[src/rtl/vga_timing_pkg.sv]
// Shared raster constants for the VGA timing generator (640x480 @ 60 Hz from 50 MHz)
// and the helper that turns an axis' region widths into its total length.
package vga_timing_pkg;

  localparam int DEF_COUNTER_BITS = 10;
  localparam int DEF_CLK_DIV      = 2;

  localparam int DEF_H_VISIBLE = 640;
  localparam int DEF_H_FRONT   = 16;
  localparam int DEF_H_SYNC    = 96;
  localparam int DEF_H_BACK    = 48;

  localparam int DEF_V_VISIBLE = 480;
  localparam int DEF_V_FRONT   = 10;
  localparam int DEF_V_SYNC    = 2;
  localparam int DEF_V_BACK    = 33;

  function automatic int axis_total(input int visible, input int front,
                                    input int sync, input int back);
    return visible + front + sync + back;
  endfunction

  localparam int DEF_H_TOTAL      = axis_total(DEF_H_VISIBLE, DEF_H_FRONT, DEF_H_SYNC, DEF_H_BACK);
  localparam int DEF_V_TOTAL      = axis_total(DEF_V_VISIBLE, DEF_V_FRONT, DEF_V_SYNC, DEF_V_BACK);
  localparam int DEF_H_SYNC_START = DEF_H_VISIBLE + DEF_H_FRONT;
  localparam int DEF_H_SYNC_END   = DEF_H_SYNC_START + DEF_H_SYNC;
  localparam int DEF_V_SYNC_START = DEF_V_VISIBLE + DEF_V_FRONT;
  localparam int DEF_V_SYNC_END   = DEF_V_SYNC_START + DEF_V_SYNC;

endpackage

[src/rtl/vga_axis_counter.sv]
// One raster axis: wrapping position counter with registered visible and sync flags
// that always describe the current count.
module vga_axis_counter
  import vga_timing_pkg::*;
#(
  parameter int BITS    = DEF_COUNTER_BITS,
  parameter int VISIBLE = DEF_H_VISIBLE,
  parameter int FRONT   = DEF_H_FRONT,
  parameter int SYNC    = DEF_H_SYNC,
  parameter int BACK    = DEF_H_BACK
) (
  input  logic            clk,
  input  logic            rst_n,
  input  logic            advance,
  output logic [BITS-1:0] count,
  output logic            active,
  output logic            sync_n,
  output logic            terminal
);

  localparam int TOTAL = axis_total(VISIBLE, FRONT, SYNC, BACK);
  localparam logic [BITS-1:0] LAST_L       = BITS'(TOTAL - 1);
  localparam logic [BITS-1:0] VISIBLE_L    = BITS'(VISIBLE);
  localparam logic [BITS-1:0] SYNC_START_L = BITS'(VISIBLE + FRONT);
  localparam logic [BITS-1:0] SYNC_END_L   = BITS'(VISIBLE + FRONT + SYNC);

  logic [BITS-1:0] count_r;
  logic [BITS-1:0] count_nxt_s;
  logic            active_r;
  logic            sync_n_r;
  logic            terminal_s;

  assign terminal_s = (count_r == LAST_L);

  // Next position: wrap after the last count, otherwise step by one.
  always_comb begin
    count_nxt_s = {BITS{1'b0}};
    if (terminal_s) begin
      count_nxt_s = {BITS{1'b0}};
    end else begin
      count_nxt_s = count_r + {{(BITS-1){1'b0}}, 1'b1};
    end
  end

  // Flags are computed from the next count so they change on the same edge as the count.
  always_ff @(posedge clk or negedge rst_n) begin
    if (!rst_n) begin
      count_r  <= LAST_L;
      active_r <= 1'b0;
      sync_n_r <= 1'b1;
    end else if (advance) begin
      count_r  <= count_nxt_s;
      active_r <= (count_nxt_s < VISIBLE_L);
      sync_n_r <= !((count_nxt_s >= SYNC_START_L) && (count_nxt_s < SYNC_END_L));
    end
  end

  assign count    = count_r;
  assign active   = active_r;
  assign sync_n   = sync_n_r;
  assign terminal = terminal_s;

endmodule

[src/rtl/vga_timing_gen.sv]
// VGA raster timing generator: pixel-rate divider feeding cascaded horizontal and
// vertical axis counters, with registered bright, sync, pixel-enable and frame-start.
module vga_timing_gen
  import vga_timing_pkg::*;
#(
  parameter int COUNTER_BITS = DEF_COUNTER_BITS,
  parameter int CLK_DIV      = DEF_CLK_DIV,
  parameter int H_VISIBLE    = DEF_H_VISIBLE,
  parameter int H_FRONT      = DEF_H_FRONT,
  parameter int H_SYNC       = DEF_H_SYNC,
  parameter int H_BACK       = DEF_H_BACK,
  parameter int V_VISIBLE    = DEF_V_VISIBLE,
  parameter int V_FRONT      = DEF_V_FRONT,
  parameter int V_SYNC       = DEF_V_SYNC,
  parameter int V_BACK       = DEF_V_BACK
) (
  input  logic                    clk,
  input  logic                    rst_n,
  output logic [COUNTER_BITS-1:0] h_count,
  output logic [COUNTER_BITS-1:0] v_count,
  output logic                    bright,
  output logic                    hsync_n,
  output logic                    vsync_n,
  output logic                    pix_en,
  output logic                    frame_start
);

  localparam int DIV_BITS = (CLK_DIV > 1) ? $clog2(CLK_DIV) : 1;
  localparam logic [DIV_BITS-1:0]     DIV_LAST_L  = DIV_BITS'(CLK_DIV - 1);
  localparam logic [COUNTER_BITS-1:0] H_VIS_M1_L  = COUNTER_BITS'(H_VISIBLE - 1);
  localparam logic [COUNTER_BITS-1:0] V_VIS_M1_L  = COUNTER_BITS'(V_VISIBLE - 1);

  logic [DIV_BITS-1:0]     div_r;
  logic                    advance_s;
  logic                    v_en_s;
  logic [COUNTER_BITS-1:0] h_count_s;
  logic [COUNTER_BITS-1:0] v_count_s;
  logic                    h_active_s, v_active_s;
  logic                    h_term_s, v_term_s;
  logic                    h_next_active_s, v_next_active_s;
  logic                    bright_r, pix_en_r, frame_start_r;

  assign advance_s = (div_r == DIV_LAST_L);
  assign v_en_s    = advance_s & h_term_s;

  vga_axis_counter #(
    .BITS(COUNTER_BITS), .VISIBLE(H_VISIBLE), .FRONT(H_FRONT), .SYNC(H_SYNC), .BACK(H_BACK)
  ) u_h_axis (
    .clk(clk), .rst_n(rst_n), .advance(advance_s),
    .count(h_count_s), .active(h_active_s), .sync_n(hsync_n), .terminal(h_term_s)
  );

  vga_axis_counter #(
    .BITS(COUNTER_BITS), .VISIBLE(V_VISIBLE), .FRONT(V_FRONT), .SYNC(V_SYNC), .BACK(V_BACK)
  ) u_v_axis (
    .clk(clk), .rst_n(rst_n), .advance(v_en_s),
    .count(v_count_s), .active(v_active_s), .sync_n(vsync_n), .terminal(v_term_s)
  );

  // Visibility of the position after this edge: a wrap lands on 0 (visible); otherwise
  // visibility persists until the last visible count is left.
  always_comb begin
    h_next_active_s = h_term_s || (h_active_s && (h_count_s != H_VIS_M1_L));
    v_next_active_s = v_active_s;
    if (v_en_s) begin
      v_next_active_s = v_term_s || (v_active_s && (v_count_s != V_VIS_M1_L));
    end else begin
      v_next_active_s = v_active_s;
    end
  end

  // Pixel divider and the registered per-pixel outputs.
  always_ff @(posedge clk or negedge rst_n) begin
    if (!rst_n) begin
      div_r         <= {DIV_BITS{1'b0}};
      bright_r      <= 1'b0;
      pix_en_r      <= 1'b0;
      frame_start_r <= 1'b0;
    end else begin
      div_r         <= advance_s ? {DIV_BITS{1'b0}} : div_r + {{(DIV_BITS-1){1'b0}}, 1'b1};
      pix_en_r      <= advance_s;
      frame_start_r <= advance_s & h_term_s & v_term_s;
      if (advance_s) begin
        bright_r <= h_next_active_s & v_next_active_s;
      end
    end
  end

  assign h_count     = h_count_s;
  assign v_count     = v_count_s;
  assign bright      = bright_r;
  assign pix_en      = pix_en_r;
  assign frame_start = frame_start_r;

endmodule
[config.mk]
export PLATFORM = sky130hd
export DESIGN_NAME = vga_timing_gen
export DESIGN_NICKNAME = d
export VERILOG_FILES = /design/src/rtl/vga_timing_pkg.sv /design/src/rtl/vga_axis_counter.sv /design/src/rtl/vga_timing_gen.sv
export SDC_FILE = /design/constraint.sdc
export NUM_CORES = 1
export LEC_CHECK = 0
export ABC_AREA = 1
export BUFFER_PORTS_ARGS = -buffer_cell sky130_fd_sc_hd__buf_2
export CAP_MARGIN = 20
export CORE_MARGIN = 4
export CORE_UTILIZATION = 45
export CTS_CLUSTER_DIAMETER = 100
export DETAILED_ROUTE_END_ITERATION = 10
export GPL_TIMING_DRIVEN = 0
export PLACE_DENSITY_LB_ADDON = 0.08
export SLEW_MARGIN = 10
export SYNTH_ARGS = -nofsm -noshare
export SYNTH_HDL_FRONTEND = slang
export SYNTH_HIERARCHICAL = 1
export SYNTH_SLANG_ARGS = --single-unit
export TNS_END_PERCENT = 1
[constraint.sdc]
create_clock -name clk -period 3.2 [get_ports clk]
set_clock_uncertainty 0.2 [all_clocks]
set_input_delay 0.32 -clock clk [delete_from_list [all_inputs] [get_ports clk]]
set_output_delay 0.32 -clock clk [all_outputs]
set_load 0.01 [all_outputs]
==> impl_metrics.toml <==
[outcome]
status = "finished, final reports clean"

[clock_network]
cts.repair.resized = 0
cts_max_level = 1
cts_tree = "built"
cts_buffer_depth = 2
insertion_delay_ps = 270
cts_inserted_buffers = 3
cts.sinks = 28
clk_pin_slew_ps = 90
hold_buffers = 1
root_buffer = "clkbuf_8"
cts_setup_buffers = 0

[sta]
slew_viol_final = 0
post-route-period-util = 0.8085
rsz0062_at_grt = "no"
tns_ps = 0
relSlewSlack = 0.5798
setup_viol = 0
max_freq_ghz = 0.3865
worst_pin_slew_ps = 630.2
final-hold-violation-count = 0
min_period_ps = 2587

[synthesis]
syn_nets = 249
ys_ff_latch = 28
yosysSeqAreaShare = 0.4197
synth_cell_types = 26
ys_warn_count = 6
netlist_instances = 243
syn_area_per_cell_um2 = 7.018
synth_area_mm2 = 0.001705

[run]
maxCapViolCount = 0

[placement]
post-dp-hpwl_um = 2843
routabilityCongestion = 0.8484
port_buffers = 26

[routing]
avgViaCountPerCell = 4.870
wl_per_cell_um = 11.93
wirelength_um = 3842
vias = 1568
drt_pre_antenna_iters = 4
dr.first_iter.drc_count = 146
drc = 0
ant_nets = 0

[finish]
layout_common_cells = "83 x nand2_1, 31 x inv_1, 26 x nand3_1, 26 x buf_2, 25 x nor2_1"
diodes = 0
area_delta_synth_final_pct = 15.92
layout_commonest_cell = "nand2_1"
nets = 281
drive_gt1_frac = 0.2080

[grt]
antenna_found_initial = 0
grt_overflow_total = 0
track_usage = 0.1626
grt_max_degree = 29
grt_pass1_wl_um = 6499
grt_pass1_vias = 1394

[worst_setup_path]
startpoint = "u_h_axis/count[1]$_DFFE_PN1P_"
cp-end-kind = "flip-flop"
start_kind = "flip-flop"
crit_arrival_ps = 2540
crit_end = "u_v_axis/count[6]$_DFFE_PN0P_"
cp.required_ps = 3150
r2r-end = "u_v_axis/count[6]$_DFFE_PN0P_"
path_max_fanout = 10
r2r_cells = 11
crit_type = "flip-flop to flip-flop"
crit-reg2reg-launch = "u_h_axis/count[1]$_DFFE_PN1P_"
regToRegSetupSlack_ps = 610

[power]
ir_worst_vdd_uv = 269.5
p_sw_frac = 0.1797
seqPwrFrac = 0.556
pwr_density_cell_mw_per_mm2 = 322.5
power_leakage_nw = 0.9867
cellInternalPower_uw = 523.0
p_total_uw = 637.6
comb_power_share = 0.013
clkPwrFrac = 0.432
power_switching_uw = 114.6

[floorplanning]
std_cell_rows = 22
die_h_um = 69.56
die_w_um = 69.56
die_area_mm2 = 0.004839
core_mm2 = 0.003661
initial_core_util = 0.4658
ios = 27

[hold_path]
hold_depth = 2
hold_path_class = "flip-flop to flip-flop"
## critical path, cell delays in order (launching register included)
cell and delay [ps]:
dfstp_2 610, ha_1 200, nand2_1 100, nor2_4 190, nand3_2 180, inv_1 170
nand2_1 80, inv_2 150, inv_1 130, clkbuf_1 260, nand2_1 110, o21ai_0 90
## layout make-up
class | instances | area (um2)
plain buffers | 4 | 26.28
clock buffers | 3 | 41.29
clock inverters | 1 | 30.03
fillers | 372 | 1684
inverters | 35 | 131.4
multi-input cells | 176 | 832.0
flip-flops and latches | 28 | 715.7
well taps | 48 | 60.06
repair buffers | 27 | 140.1
## Yosys cell counts
| cell type | count | area [um2] |
|---|---|---|
| clkinv_1 | 1 | 3.750 |
| buf_6 | 1 | 11.26 |
| xor2_1 | 3 | 26.28 |
| nand4_1 | 3 | 18.77 |
| o21a_1 | 1 | 7.510 |
| o21bai_1 | 1 | 7.510 |
| buf_4 | 1 | 7.510 |
| dfstp_2 | 12 | 315.3 |
| nand2_2 | 2 | 12.51 |
| dfrtp_1 | 16 | 400.4 |
| nor2_4 | 1 | 11.26 |
| clkbuf_1 | 2 | 7.510 |
| ha_1 | 4 | 50.05 |
| inv_1 | 31 | 116.4 |
| o21ai_1 | 1 | 5.000 |
| nand3_2 | 2 | 20.02 |
| o22ai_1 | 2 | 12.51 |
| a31oi_1 | 1 | 6.260 |
| nor2_1 | 25 | 93.84 |
| nand3_1 | 26 | 130.1 |
| inv_2 | 3 | 11.26 |
| xnor2_1 | 2 | 17.52 |
| nand2_1 | 83 | 311.6 |
| nor2_2 | 5 | 31.28 |
| o21ai_0 | 12 | 60.06 |
| a21oi_1 | 2 | 10.01 |
## routing by layer
| metal | track usage | wire length (um) | vias up | part of all wire |
|---|---|---|---|---|
| met5 | 0 | 0 | - | 0 |
| met4 | 0.03471 | 17 | 0 | 0.0044 |
| met3 | 0.04493 | 222 | 2 | 0.058 |
| met2 | 0.2256 | 1583 | 31 | 0.41 |
| met1 | 0.2489 | 2019 | 715 | 0.53 |
| li1 | - | - | 820 | - |
## worst min path at each step
stage,startpoint,to,slack (ps)
after detailed placement,rst_n,u_v_axis/count[0]$_DFFE_PN0P_,180
after global routing,u_v_axis/active$_DFFE_PN0P_,u_v_axis/active$_DFFE_PN0P_,310
after global placement,rst_n,u_v_axis/count[0]$_DFFE_PN0P_,190
final,u_h_axis/sync_n$_DFFE_PN1P_,u_h_axis/sync_n$_DFFE_PN1P_,290
after CTS,u_h_axis/sync_n$_DFFE_PN1P_,u_h_axis/sync_n$_DFFE_PN1P_,300
after floorplan,rst_n,advance_s$_DFF_PN0_,-180
## stage by stage
step | hold slack (ps) | instances | instance area [um2] | setup WS [ps] | util
floorplan | -175.6 | 243 | 1705 | 1033 | -
global placement | 185.9 | 317 | 1896 | 630.3 | 0.5178
detailed placement | 179.3 | 317 | 1896 | 623.5 | 0.5178
CTS | 298.0 | 322 | 1977 | 610.8 | 0.5400
global route | 314.2 | 322 | 1977 | 379.0 | 0.5400
finish | 293.8 | 322 | 1977 | 612.9 | 0.5400
## sequential cells by signal (all words and copies together), names as in the netlist
name	cells
advance_s	1
u_v_axis/count	10
bright	1
u_v_axis/sync_n	1
u_h_axis/active	1
u_h_axis/sync_n	1
u_h_axis/count	10
pix_en	1
frame_start	1
u_v_axis/active	1
## power by group through the flow
stage | combinational (mW) | clock, mW | sequential (mW)
after floorplan | 0.000000473 | 0 | 0.361
after global placement | 0.00799 | 0 | 0.361
after detailed placement | 0.00781 | 0 | 0.361
after CTS | 0.00870 | 0.284 | 0.354
after global routing | 0.00936 | 0.306 | 0.355
final | 0.00802 | 0.275 | 0.354
## logic make-up (layout without fill, tap and decap cells)
family | count (synthesis) | count (layout) | synth area share
buffers and inverters | 39 | 70 | 0.09244
AOI/OAI and AO/OA | 20 | 20 | 0.06383
xor gates and xnor gates | 5 | 5 | 0.02568
DFF | 28 | 28 | 0.4197
adders and majority gates | 4 | 4 | 0.02935
and+or+nand+nor | 147 | 147 | 0.3690
Note: power is estimated with default switching activity, not from simulation.
